File: src/rtl/ldl_fifo_rs_v2.sv
// Read side of a FIFO that sits on an external memory: pointer, address, status and output staging.
// Latency: legacy mode passes rdata straight through; FWFT mode shows a new word 2 cycles after w_pt moves.
// Backpressure: re is honoured only while a word is available; FWFT stops fetching while its 2-entry stage is committed.
// Optional: define LDL_FIFO_RS_ERR_EN to build the sticky underflow register (otherwise underflow is tied low).
module ldl_fifo_rs_v2 #(
  parameter int AW       = 8,
  parameter int DW       = 8,
  parameter int FWFT     = 0,
  parameter int AHEAD    = 1,
  parameter int AE_LEVEL = 1
) (
  input  logic          clk,
  input  logic          rst_n,
  input  logic          re,
  input  logic [AW:0]   w_pt,
  input  logic [DW-1:0] rdata,
  output logic          mem_re,
  output logic [AW-1:0] ra,
  output logic [AW:0]   r_pt,
  output logic [DW-1:0] dout,
  output logic          empty,
  output logic          almost_empty,
  output logic [AW+1:0] rcnt,
  output logic          mr,
  output logic          underflow
);

  // Pointers carry one extra wrap bit, so a plain subtraction gives the memory count.
  logic          avail;
  logic [AW:0]   mc;

  assign mc           = w_pt - r_pt;
  assign avail        = (w_pt != r_pt);
  assign mr           = avail;
  assign almost_empty = (rcnt <= (AW+2)'(AE_LEVEL));

  generate
    if (FWFT == 0) begin : g_legacy
      logic fr;
      logic empty_q;

      assign fr     = re & ~empty_q;
      assign mem_re = fr;
      // With AHEAD the memory is already steered at the word after the one being consumed.
      assign ra     = ((AHEAD != 0) && fr) ? (r_pt[AW-1:0] + AW'(1)) : r_pt[AW-1:0];
      assign empty  = empty_q;
      assign dout   = rdata;
      assign rcnt   = {1'b0, mc};

      // Advance the read pointer on each accepted read and track the registered empty flag.
      always_ff @(posedge clk or negedge rst_n) begin
        if (!rst_n) begin
          r_pt    <= '0;
          empty_q <= 1'b1;
        end else begin
          if (fr) begin
            r_pt <= r_pt + (AW+1)'(1);
          end
          if (fr && (mc == (AW+1)'(1))) begin
            empty_q <= 1'b1;
          end else if (avail) begin
            empty_q <= 1'b0;
          end
        end
      end
    end else begin : g_fwft
      typedef enum logic [1:0] {
        EMPTY = 2'd0,
        ONE   = 2'd1,
        TWO   = 2'd2
      } oc_t;

      oc_t           oc;
      logic          p;
      logic [DW-1:0] head;
      logic [DW-1:0] tail;
      logic          pop;
      logic          fetch;
      logic [1:0]    oc_num;
      logic [1:0]    post_pop;
      logic [1:0]    oc_next;

      assign oc_num   = oc;
      assign pop      = re & (oc != EMPTY);
      assign post_pop = oc_num - {1'b0, pop};
      assign oc_next  = post_pop + {1'b0, p};
      // Only fetch when the word already in flight plus this one still fit in two entries.
      // rst_n gates the fetch so the memory stays idle while reset is held.
      assign fetch    = rst_n & avail & (oc_next <= 2'd1);
      assign mem_re   = fetch;
      assign ra       = r_pt[AW-1:0];
      assign empty    = (oc == EMPTY);
      assign dout     = head;
      assign rcnt     = {1'b0, mc} + (AW+2)'(oc_num) + (AW+2)'(p);

      // Output-stage FSM: occupancy, in-flight flag, head/tail data and read pointer.
      always_ff @(posedge clk or negedge rst_n) begin
        if (!rst_n) begin
          r_pt <= '0;
          oc   <= EMPTY;
          p    <= 1'b0;
          head <= '0;
          tail <= '0;
        end else begin
          p  <= fetch;
          oc <= oc_t'(oc_next);
          if (fetch) begin
            r_pt <= r_pt + (AW+1)'(1);
          end
          if (pop && (oc == TWO)) begin
            head <= tail;
          end
          if (p) begin
            if (post_pop == 2'd0) begin
              head <= rdata;
            end else begin
              tail <= rdata;
            end
          end
        end
      end
    end
  endgenerate

`ifdef LDL_FIFO_RS_ERR_EN
  logic underflow_q;

  // Remember any read attempted while nothing was available, until reset.
  always_ff @(posedge clk or negedge rst_n) begin
    if (!rst_n) begin
      underflow_q <= 1'b0;
    end else if (re & empty) begin
      underflow_q <= 1'b1;
    end
  end

  assign underflow = underflow_q;
`else
  assign underflow = 1'b0;
`endif

endmodule

File: config.mk
export PLATFORM = sky130hd
export DESIGN_NAME = ldl_fifo_rs_v2
export DESIGN_NICKNAME = d
export VERILOG_FILES = /design/src/rtl/ldl_fifo_rs_v2.sv
export SDC_FILE = /design/constraint.sdc
export NUM_CORES = 1
export LEC_CHECK = 0
export CAP_MARGIN = 20
export CORE_MARGIN = 1
export CORE_UTILIZATION = 47
export DETAILED_ROUTE_END_ITERATION = 6
export DONT_BUFFER_PORTS = 1
export MAX_ROUTING_LAYER = met4
export SYNTH_ARGS = -nofsm -noshare
export SYNTH_HDL_FRONTEND = slang
export SYNTH_SLANG_ARGS = --single-unit
export TNS_END_PERCENT = 30
File: constraint.sdc
create_clock -name clk -period 4.35 [get_ports clk]
set_input_delay 1.305 -clock clk [delete_from_list [all_inputs] [get_ports clk]]
set_output_delay 1.305 -clock clk [all_outputs]
set_load 0.01 [all_outputs]
==> results_dict.tcl, run 1 <==
set metrics [dict create \
    synth_ff_type "dfrtp_1" \
    diodes 0 \
    cts.sinks 10 \
    max_stage_delay_ns 0.37 \
    synth.most_common_cell "inv_1" \
    hold_class "flip-flop to flip-flop" \
    grtUsageTotal 0.213 \
    critical_path_class "input pin to output port" \
    cpMaxStageDelayCell "fa_2" \
    drt_iter0_markers 8 \
    fin_nets 156 \
    viasPerCell 5.41 \
    cts_setup_buffers 0 \
    finalSetupViolations 1 \
    ios 60 \
    clock_latency_ns 0.26 \
    wire_per_inst_um 14.3 \
    max_cap_viol_count 0 \
    htree_num_levels 1 \
    cts.root.buffer_cell "clkbuf_4" \
    port_buffers 0 \
    leakagePower_uw 0.000489 \
    max-vdd-ir-drop_mv 0.449 \
    antenna_left 0 \
    grt_pass1_vias 760 \
    violations "setup timing" \
    cellPowerDensity_nw_per_um2 786 \
    start_util 0.504 \
    rows 16 \
    finalInstanceArea_um2 1090 \
    hold_violations 0 \
    status "finished, violations left" \
    cp_num_buf_inv 3 \
    layout-drive-gt1-share 0.208 \
    path_cells "inv_1 -> ha_1 -> inv_1 -> fa_2 -> a211oi_4 -> nor2_1 -> xor2_1 -> a2111o_1 -> nor4_2 -> buf_4" \
    holdWs_ns 0.579 \
    dieArea_um2 2290 \
    area_growth_syn_to_layout_pct 10.5 \
    syn_area_um2 990 \
    cp-start-kind "input pin" \
    cts_buffer_depth 2 \
    rsz0062_at_grt "yes" \
    grt_pass1_wl_mm 3.22 \
    crit_arrival_ns 3.08 \
    hpwlAfterDp_mm 1.83 \
    synth_warnings 0 \
    core_area_um2 1960 \
    drc 0 \
    cp.required_ns 3.04 \
    syn_avg_cell_area_um2 8.32 \
    drv_slew 0 \
    netlist_instances 119 \
    routed_wirelength_mm 2.17 \
    grt_max_degree 11 \
    period_share 1.01 \
    cts_tree "done" \
    path_delay_family "compound AO/OA/AOI/OAI gates" \
    dr.pass1.iters 5 \
    antenna_found_initial 0 \
    synth_edf_count 0 \
    clock.fmax_ghz 0.228 \
    fin_crit_ns 4.39 \
    synth-async-reset-ratio 1.00 \
    synth_commonest_cells "13 x inv_1, 11 x nor2_1, 10 x buf_4" \
    ys_seq_area_frac 0.254 \
    path_clk_slew_ns 0.06 \
    yosysTopAreaCell "dfrtp_1" \
    grt_overflow 0 \
    synth.distinct_cells 36 \
    vias 823 \
    ys_seq_elements 10 \
    fin_util 0.557 \
    critPathMostFrequentCell "inv_1" \
    synthTopCellsByArea "dfrtp_1 23%, ha_1 11%, buf_4 7.6%" \
    numCtsBuffers 3 \
    die_height_um 47.9 \
    globalplace.congestion 0.865 \
    synth_top_area_frac 0.228 \
    crit_path_max_fanout 3 \
    cp-end-kind "output port" \
    setup_slack_ns -0.0382 \
    die_w_um 47.9 \
    place_area_um2 1050 \
    cts_hold_buf 0 \
    finClkSkew_ns 0.00178 \
]
-- final timing paths --
kind                       startpoint      endpoint  slack [ns]  cells past startpoint
max                           w_pt[0]  almost_empty       -0.04                     10
min                           r_pt[8]       r_pt[8]        0.58                      1
max reg2reg                   r_pt[0]         empty        1.46                     10
min reg2reg                   r_pt[8]       r_pt[8]        0.58                      1
max in group asynchronous       rst_n         empty        3.45                      0
min in group asynchronous       rst_n       r_pt[4]        0.73                      0
-- through the flow --
step / instances / TNS (ns) / total power (uW) / worst slack [ns]
2_1_floorplan: 120 / 0 / 597 / 0.00440
5_1_grt: 152 / -0.154 / 929 / -0.152
6_report: 152 / -0.0382 / 859 / -0.0382
3_5_place_dp: 148 / -0.0820 / 768 / -0.0820
3_3_place_gp: 148 / 0 / 754 / 0.000850
4_1_cts: 152 / -0.0603 / 856 / -0.0603
-- cells in the final DEF (no fill, tap or decap) --
cell type,netlist,routed
inv_1,13,13
nor2b_1,1,1
fa_2,0,1
xnor2_1,7,7
a211oi_4,0,1
nand4_1,4,4
nor3_1,4,4
or3_1,1,1
or3b_2,1,1
o211ai_1,1,1
ha_1,9,9
nand3_1,4,4
o41ai_2,1,1
dfrtp_1,9,9
a21oi_1,3,3
a31oi_1,1,1
buf_4,10,13
a211oi_1,2,2
nand2b_1,2,2
or4b_1,1,1
clkbuf_8,0,1
o311ai_1,1,1
nor2_1,11,11
nor4_2,0,1
o21ai_0,5,5
conb_1,1,2
and2_2,1,1
a21oi_2,1,1
clkbuf_4,0,3
dfstp_2,1,1
or2_4,1,1
nand2_1,8,8
a2111o_1,1,1
nand4b_1,1,1
and3b_1,1,1
xor2_1,7,7
-- where the power goes --
group / internal (uW) / switching (uW)
Combinational: 251 / 334
Clock: 50.8 / 30.3
Sequential: 127 / 65.9
-- area by class of cell --
class	count	area, um2
Clock buffer	4	36.3
Multi-Input combinational cell	85	626
Timing Repair Buffer	13	97.6
Sequential cell	10	251
Fill cell	194	868
Tap cell	27	33.8
Inverter	13	48.8
-- per-layer routing --
layer / GRT usage / part of all wire / up-vias
li1: - / - / 407
met1: 0.231 / 0.39 / 379
met2: 0.368 / 0.55 / 33
met3: 0.0377 / 0.050 / 4
met4: 0.111 / 0.0088 / 0
met5: - / 0 / -
-- timing repair --
action	4_1_cts	5_1_grt
endpoints found under the setup margin	1	2
pin swaps	1	1
resized for setup	1	1
-- registers in the layout, summed over array words and instances, names as in the netlist --
signal and cells:
empty 1, r_pt 9
-- logic make-up (layout without fill, tap and decap cells) --
kind of cell,after synthesis,in the layout,share of synthesized area
AND/OR/NAND/NOR,42,42,0.223
buffers and inverters,25,30,0.134
AO/OA/AOI/OAI,17,17,0.128
XOR/XNOR,14,14,0.124
adder cells (fa/ha/maj),10,10,0.134
flip-flops,10,10,0.254
other,1,2,0.00379
Power figures use the tool's default switching activity.
==> run 2: changes to the inputs <==
--- a/config.mk
+++ b/config.mk
@@ -11,6 +11,7 @@
 export DETAILED_ROUTE_END_ITERATION = 6
 export DONT_BUFFER_PORTS = 1
 export MAX_ROUTING_LAYER = met4
+export SETUP_SLACK_MARGIN = 0.4
 export SYNTH_ARGS = -nofsm -noshare
 export SYNTH_HDL_FRONTEND = slang
 export SYNTH_SLANG_ARGS = --single-unit
==> results_dict.tcl, run 2 (synthesis gave the netlist of run 1 again) <==
set metrics [dict create \
    cpMaxStageDelayCell "fa_2" \
    cts.sinks 10 \
    cellPowerDensity_nw_per_um2 783 \
    grt_max_degree 11 \
    area_growth_syn_to_layout_pct 18.2 \
    clock.fmax_ghz 0.232 \
    port_buffers 0 \
    max-vdd-ir-drop_mv 0.486 \
    crit_arrival_ns 3.00 \
    path_cells "clkinv_8 -> ha_4 -> inv_2 -> fa_2 -> a211oi_2 -> buf_4 -> nor3_4 -> nor3_2 -> xor2_2 -> buf_4" \
    path_clk_slew_ns 0.06 \
    drv_slew 0 \
    die_height_um 47.9 \
    crit_path_max_fanout 3 \
    r2r_slack_ns 1.48 \
    ios 60 \
    fin_crit_ns 4.31 \
    dr.pass1.iters 4 \
    period_share 0.990 \
    viasPerCell 5.47 \
    regArea_um2 251 \
    diodes 0 \
    critPathMostFrequentCell "buf_4" \
    vias 842 \
    grt_overflow 0 \
    cp-end-kind "output port" \
    dieArea_um2 2290 \
    die_w_um 47.9 \
    numCtsBuffers 3 \
    critical_path_class "input pin to output port" \
    setup_tns_ns 0 \
    hold_class "flip-flop to flip-flop" \
    place_area_um2 1060 \
    drt_iter0_markers 15 \
    layout-drive-gt1-share 0.291 \
    drc 0 \
    finalInstanceArea_um2 1170 \
    status "finished clean" \
    r2r_end "empty" \
    grtUsageTotal 0.208 \
    min_from "empty" \
    cts_hold_buf 0 \
    hold_violations 0 \
    finClkSkew_ns 0.000488 \
    hold_end "empty" \
    clock_latency_ns 0.26 \
    layout_commonest_cell "buf_4" \
    finalSetupViolations 0 \
    mostFrequentLayoutCells "15 x buf_4, 11 x inv_1, 11 x nor2_1" \
    antenna_found_initial 0 \
    r2r_start "r_pt[0]" \
    cts.root.buffer_cell "clkbuf_4" \
    wire_per_inst_um 14.7 \
    hpwlAfterDp_mm 1.81 \
    max_stage_delay_ns 0.40 \
    grt_pass1_vias 780 \
    largest_reg_flops 9 \
    grt_pass1_wl_mm 3.16 \
    start_util 0.504 \
    place_ws_ns -0.0420 \
    routed_wirelength_mm 2.26 \
    hold_depth 2 \
    cts_tree "done" \
    r2r_cells 10 \
    fin_nets 158 \
    globalplace.congestion 0.910 \
    fillers 190 \
    rsz0062_at_grt "yes" \
    rows 16 \
    cts_buffer_depth 2 \
    leakagePower_uw 0.000506 \
    max_cap_viol_count 0 \
    htree_num_levels 1 \
    top_register "r_pt" \
    setup_slack_ns 0.0439 \
    antenna_left 0 \
    core_area_um2 1960 \
    cp-start-kind "input pin" \
    cp.required_ns 3.04 \
    multiInputGateArea_um2 674 \
    total_power_uw 916 \
    holdWs_ns 0.563 \
]
run 2: changes by cell type in the layout (fill, tap and decap cells not counted), moves of 2 or more:
cell	delta
a211oi_2	+2
buf_4	+2
ha_1	-2
inv_1	-2
nor3_1	-2
run 2: area by class of cell:
cell class              instances  share of cell area
multi-input cells              85               0.576
flip-flops and latches         10               0.215
inverters                      13              0.0524
clock buffers                   4              0.0310
well taps                      27              0.0289
repair buffers                 15              0.0963
run 2: per-layer routing:
| layer | routed length, um | track usage |
|---|---|---|
| met3 | 127 | 0.0415 |
| met1 | 932 | 0.236 |
| met2 | 1170 | 0.341 |
| met4 | 27 | 0.111 |
| met5 | 0 | - |
run 2: through the flow:
stage / utilization / cells
after floorplan: - / 120
after global routing: 0.596 / 154
after detailed placement: 0.541 / 147
after CTS: 0.571 / 153
after global placement: 0.541 / 147
final: 0.596 / 154
run 2: power breakdown:
| part | switching, uW | internal, uW | total, uW |
|---|---|---|---|
| combinational | 364 | 275 | 639 |
| sequential | 67.3 | 127 | 194 |
| clock | 32.0 | 50.9 | 82.8 |
| total | 463 | 453 | 916 |
run 2: how the worst max path moves through the flow:
stage	to	from	slack, ns
final	rcnt[8]	w_pt[0]	0.04
after global routing	almost_empty	w_pt[0]	-0.02
after CTS	almost_empty	w_pt[0]	-0.04
after detailed placement	almost_empty	w_pt[0]	-0.04
after global placement	almost_empty	w_pt[0]	0.01
after floorplan	almost_empty	w_pt[0]	0.03
run 2: repair_timing:
action | 4_1_cts | 5_1_grt
buffers inserted | 2 | 1
pin swaps | 3 | 9
cloned | 0 | 0
setup endpoints to repair | 5 | 5
resized for setup | 2 | 12
run 2: critical path: cells and delay by family:
family / cells / cell delay (ns)
AOI/OAI and AO/OA: 1 / 0.23
buffers and inverters: 4 / 0.41
xor gates and xnor gates: 1 / 0.26
and+or+nand+nor: 2 / 0.28
adders and majority gates: 2 / 0.52
